<file path="src/rtl/imm_extend_pipe.sv">
// Registered immediate extender between decode and execute.
// Valid/ready handshake with a one-entry skid buffer; in_ready depends only on skid occupancy.
module imm_extend_pipe #(
    parameter int IN_W     = 16,
    parameter int OUT_W    = 32,
    parameter int BR_SHIFT = 2
) (
    input  logic             clk,
    input  logic             rst_n,
    input  logic             flush,
    input  logic             in_valid,
    output logic             in_ready,
    input  logic [IN_W-1:0]  in_imm,
    input  logic [1:0]       in_mode,
    output logic             out_valid,
    input  logic             out_ready,
    output logic [OUT_W-1:0] out_data,
    output logic             out_neg
);

    function automatic logic [OUT_W-1:0] extend(input logic [IN_W-1:0] imm,
                                                input logic [1:0]      mode);
        logic signed [IN_W-1:0]  simm;
        logic signed [OUT_W-1:0] sx;
        simm = imm;
        sx   = OUT_W'(simm);
        case (mode)
            2'd0:    extend = sx;
            2'd1:    extend = OUT_W'(imm);
            2'd2:    extend = OUT_W'(imm) << (OUT_W - IN_W);
            default: extend = sx << BR_SHIFT;
        endcase
    endfunction

    logic [OUT_W-1:0] ext_p0;
    logic             vld_p0;
    logic [OUT_W-1:0] data_p0;
    logic             vld_p1;
    logic [OUT_W-1:0] data_p1;
    logic             neg_p1;
    logic             accept;
    logic             pop;

    assign ext_p0 = extend(in_imm, in_mode);
    assign accept = in_valid && !vld_p0;
    assign pop    = vld_p1 && out_ready;

    // p0 (skid) -> p1 (output register)
    always_ff @(posedge clk or negedge rst_n) begin
        if (!rst_n) begin
            vld_p0  <= 1'b0;
            data_p0 <= '0;
            vld_p1  <= 1'b0;
            data_p1 <= '0;
            neg_p1  <= 1'b0;
        end else if (flush) begin
            vld_p0 <= 1'b0;
            vld_p1 <= 1'b0;
        end else if (!vld_p1 || pop) begin
            if (vld_p0) begin
                data_p1 <= data_p0;
                neg_p1  <= data_p0[OUT_W-1];
                vld_p1  <= 1'b1;
                vld_p0  <= 1'b0;
            end else if (accept) begin
                data_p1 <= ext_p0;
                neg_p1  <= ext_p0[OUT_W-1];
                vld_p1  <= 1'b1;
            end else begin
                vld_p1 <= 1'b0;
            end
        end else if (accept) begin
            data_p0 <= ext_p0;
            vld_p0  <= 1'b1;
        end
    end

    assign in_ready  = !vld_p0;
    assign out_valid = vld_p1;
    assign out_data  = data_p1;
    assign out_neg   = neg_p1;

endmodule

</file>
<file path="config.mk">
export PLATFORM = sky130hd
export DESIGN_NAME = imm_extend_pipe
export DESIGN_NICKNAME = d
export VERILOG_FILES = /design/src/rtl/imm_extend_pipe.sv
export SDC_FILE = /design/constraint.sdc
export NUM_CORES = 1
export LEC_CHECK = 0
export ABC_AREA = 1
export CAP_MARGIN = 10
export CORE_MARGIN = 4
export CORE_UTILIZATION = 30
export CTS_BUF_LIST = sky130_fd_sc_hd__clkbuf_8
export DETAILED_ROUTE_END_ITERATION = 8
export SLEW_MARGIN = 15
export SYNTH_ARGS = -nofsm -noshare
export SYNTH_HDL_FRONTEND = slang
export SYNTH_SLANG_ARGS = --single-unit
</file>
<file path="constraint.sdc">
create_clock -name clk -period 1.7 [get_ports clk]
set_input_delay 0.34 -clock clk [delete_from_list [all_inputs] [get_ports clk]]
set_output_delay 0.34 -clock clk [all_outputs]
set_load 0.01 [all_outputs]
</file>
[After elaboration in Yosys (flattened, before gate mapping)]
Index checks and enable logic that the tools add are counted.
Word-level totals
  register bits after elaboration: 67
  input port bits: 23
  output and inout bits: 35
  logic and storage cells: 32
Cells by class
  eq/ne operators: 2
  bitwise gates (word level): 2
  muxes and demuxes: 12
  reductions and logical operators: 11
Operators by type and width (count)
  32-bit case mux with 3 select lines: 1
  32-bit 2-to-1 mux: 2
  1-bit 2-to-1 mux: 9
  3-bit AND reduction: 2
  2-bit nonzero test: 2
  3-bit nonzero test: 1
  2-bit by 1-bit equality test with 1-bit output (second input constant): 1
  2-bit equality test (second input constant): 1
  1-bit logical AND: 2
  1-bit logical NOT: 2
  2-bit logical NOT: 1
  1-bit NOT: 2
  1-bit logical OR: 1

[Logic depth before layout (Yosys ltp)]
  depth in word-level cells: 6
  mapped depth: 8
  mapped depth without buffers: 6

[Worst setup path after synthesis]
No wires, ideal clock.
  path kind: register to output
  start point: reg vld_p0
  end point: out in_ready
  cell stages (with the launch flop): 5
  path slack: 0.513 ns
  data required time: 1.360 ns
  arrival: 0.847 ns
  buffers on the path: 3
  cell sequence: dfrtp_1 buf_6 inv_4 buf_4 buf_4
Between the ends
  longest elaborated chain between the ends: 1
RTL lines
  start: declaration: RTL line 36  | logic vld_p0;
  start signal: assignment: RTL line 51  | vld_p0 <= 1'b0;
  start signal: assignment: RTL line 57  | vld_p0 <= 1'b0;
  start signal: assignment: RTL line 64  | vld_p0 <= 1'b0;
  1-bit logical NOT: RTL line 78  | assign in_ready = !vld_p0;
  end: declaration: RTL line 12  | output logic in_ready,
Every way passes these cells.

[Worst setup path in the final report]
  start point: reg data_p1[19] (netlist: out_data[19])
  end point: out out_data[19]
RTL lines
  start: declaration: RTL line 39  | logic [OUT_W-1:0] data_p1;
  start signal: assignment: RTL line 61  | data_p1 <= data_p0;
  start signal: assignment: RTL line 66  | data_p1 <= ext_p0;
  end: declaration: RTL line 17  | output logic [OUT_W-1:0] out_data,
No word-level cell between the ends.

==> metrics.cfg <==
[critical_path]
worstPathRequired_ps = 1360
worstPathArrival_ps = 1280
cpPeakStageDelay_ps = 560
worstSetupPathType = flop to output pin
crit_chain = clkdlybuf4s50_1
cp_num_buf_inv = 1
worstRegToRegCells = 7
end_kind = output pin
rr_endpoint = data_p0[5]
critPathMaxFanout = 2
start_kind = flop
timing.rr.start = out_valid
reg2reg_slack_ps = 420
cpLargestDelayFamily = buffers and inverters
slowest_stage = clkdlybuf4s50_1

[clocking]
cts_made_buffers = 9
clk_pin_slew_ps = 70
htreeDepth = 3
cts_setup_buffers = 0
insertion_delay_ps = 330
cts_tree = done
clock_sink_count = 66
ctsRootBufferMaster = clkbuf_8
clk_path_buf_depth = 2

[outcome]
violations = negative hold slack
status = complete, but fails checks

[placement]
hpwlAfterDp_um = 6160
gp_congestion = 0.810
io_buffers = 57

[die]
die_width_um = 115
die-area_sq_um = 13300
ios = 58
core-area_sq_um = 11000
die_y_um = 115
rows = 38
initial_core_util_pct = 31.3

[cells_and_area]
antennaDiodeCount = 0
final_common_cell = nand2_1
layout_common_cells = nand2_1, dfrtp_1, nand3_1
drive_above_1_share_pct = 8.35
fin_util_pct = 39.6
synthToLayoutAreaGrowth_pct = 26.7
nFillCells = 1164
final_nets = 545

[power]
peakVddDrop_uv = 373
power.density_nw_per_um2 = 1050
p_total_uw = 4600
leakage_uw = 0.00231

[synthesis]
syn_nets = 492
synth.yosys.warnings = 0
syn_area_sq_um = 3450
synth_edf_count = 0
synth_flop_cell = dfrtp_1
async_flop_share_pct = 100
synthCells = 469
yosysUniqueCellTypes = 17
ys_seq_elements = 66
avgSynthCellArea_sq_um = 7.36
yosysSeqAreaShare_pct = 47.9

[sta]
maxSlewViolCount = 0
fmax_mhz = 617
period_share_pct = 95.3
rsz0062_at_grt = false
holdWs_ps = -5.26
setup_viol = 0
final.min_clock_period_ps = 1620
worstMarginPinSlew_ps = 364
slew_headroom_pct = 75.7
hold_viol_final = 4
skew_ps = 7.46

[global_routing]
grt_remaining_overflow = 0
antenna_found_initial = 0
grt_max_degree = 67
grt_first_pass_wirelength_um = 15100
grt_pass1_vias = 3145
grtUsageTotal_pct = 14.2

[route]
drt_iter0_drc = 260
vias_per_cell = 4.78
ant_nets = 0
drt-total-wl_um = 9030
wl_per_cell_um = 13.5
drcViolationCount = 0
route.vias.total = 3188
dr.pass1.iters = 5

[worst_hold_path]
holdCritPathClass = input pin to asynchronous set/reset pin

[job]
cap_violations = 0

==> metal layers <==
layer	up-vias	GRT usage, %	part of all wire (%)
met2	82	22.3	46
li1	1584	-	-
met5	-	0	0
met1	1512	19.3	48
met3	10	3.53	5.4
met4	0	4.46	1.3
==> per-stage QoR <==
step	setup TNS, ps	std cells	area [sq um]	setup WS [ps]
finish	0	667	4370	80.0
global route	0	667	4370	44.7
CTS	0	667	4370	67.1
detailed placement	-1300	651	4140	-67.7
global placement	-158	651	4140	-35.1
floorplan	0	469	3450	513
==> what timing repair did <==
item | in CTS | in global routing
setup endpoints to repair | 1 | 0
hold endpoints to repair | 0 | 0
hold buffers | 0 | 0
resized for setup | 1 | 0
==> Yosys cell counts (4+ instances only) <==
cell type	count	share of area, %
buf_2	12	1.7
buf_4	6	1.3
buf_6	10	3.3
dfrtp_1	66	48
inv_1	21	2.3
inv_2	4	0.44
nand2_1	212	23
nand3_1	60	8.7
nand4_1	15	2.7
nor2_1	33	3.6
o21ai_0	11	1.6
o21ai_1	9	1.3
==> cells by family (layout without fill, tap and decap cells) <==
family / Yosys count / in the layout / share of synthesized area (%)
simple gates: 326 / 326 / 39.7
flops: 66 / 66 / 47.9
buf+inv: 57 / 115 / 9.54
compound gates: 20 / 20 / 2.90
==> registers in the layout (all words and copies together), names as in the netlist <==
name / cells
data_p0: 32
out_valid: 1
out_data: 32
vld_p0: 1
==> worst max path at each step <==
stage | startpoint | to | slack [ps] | cells past startpoint
after floorplan | vld_p0 | in_ready | 510 | 4
after global placement | in_mode[0] | data_p0[17] | -40 | 7
after detailed placement | in_mode[0] | data_p0[18] | -70 | 7
after global routing | out_data[17] | out_data[17] | 40 | 1
final | out_data[19] | out_data[19] | 80 | 1
after CTS | out_data[19] | out_data[19] | 70 | 1
==> where the power goes <==
part | leakage, uW | switching, uW | internal, uW
logic | 0.00136 | 546 | 514
registers | 0.000838 | 149 | 1890
clock network | 0.000112 | 626 | 868
==> final cells by class <==
type	instances	area [sq um]	share of cell area [%]
flip-flops and latches	66	1650	37.8
multi-input cells	346	1470	33.6
inverters	26	100	2.29
clock buffers	10	138	3.15
well taps	140	175	4.01
clock inverters	6	90.1	2.06
repair buffers	73	747	17.1
Power figures use the tool's default switching activity.
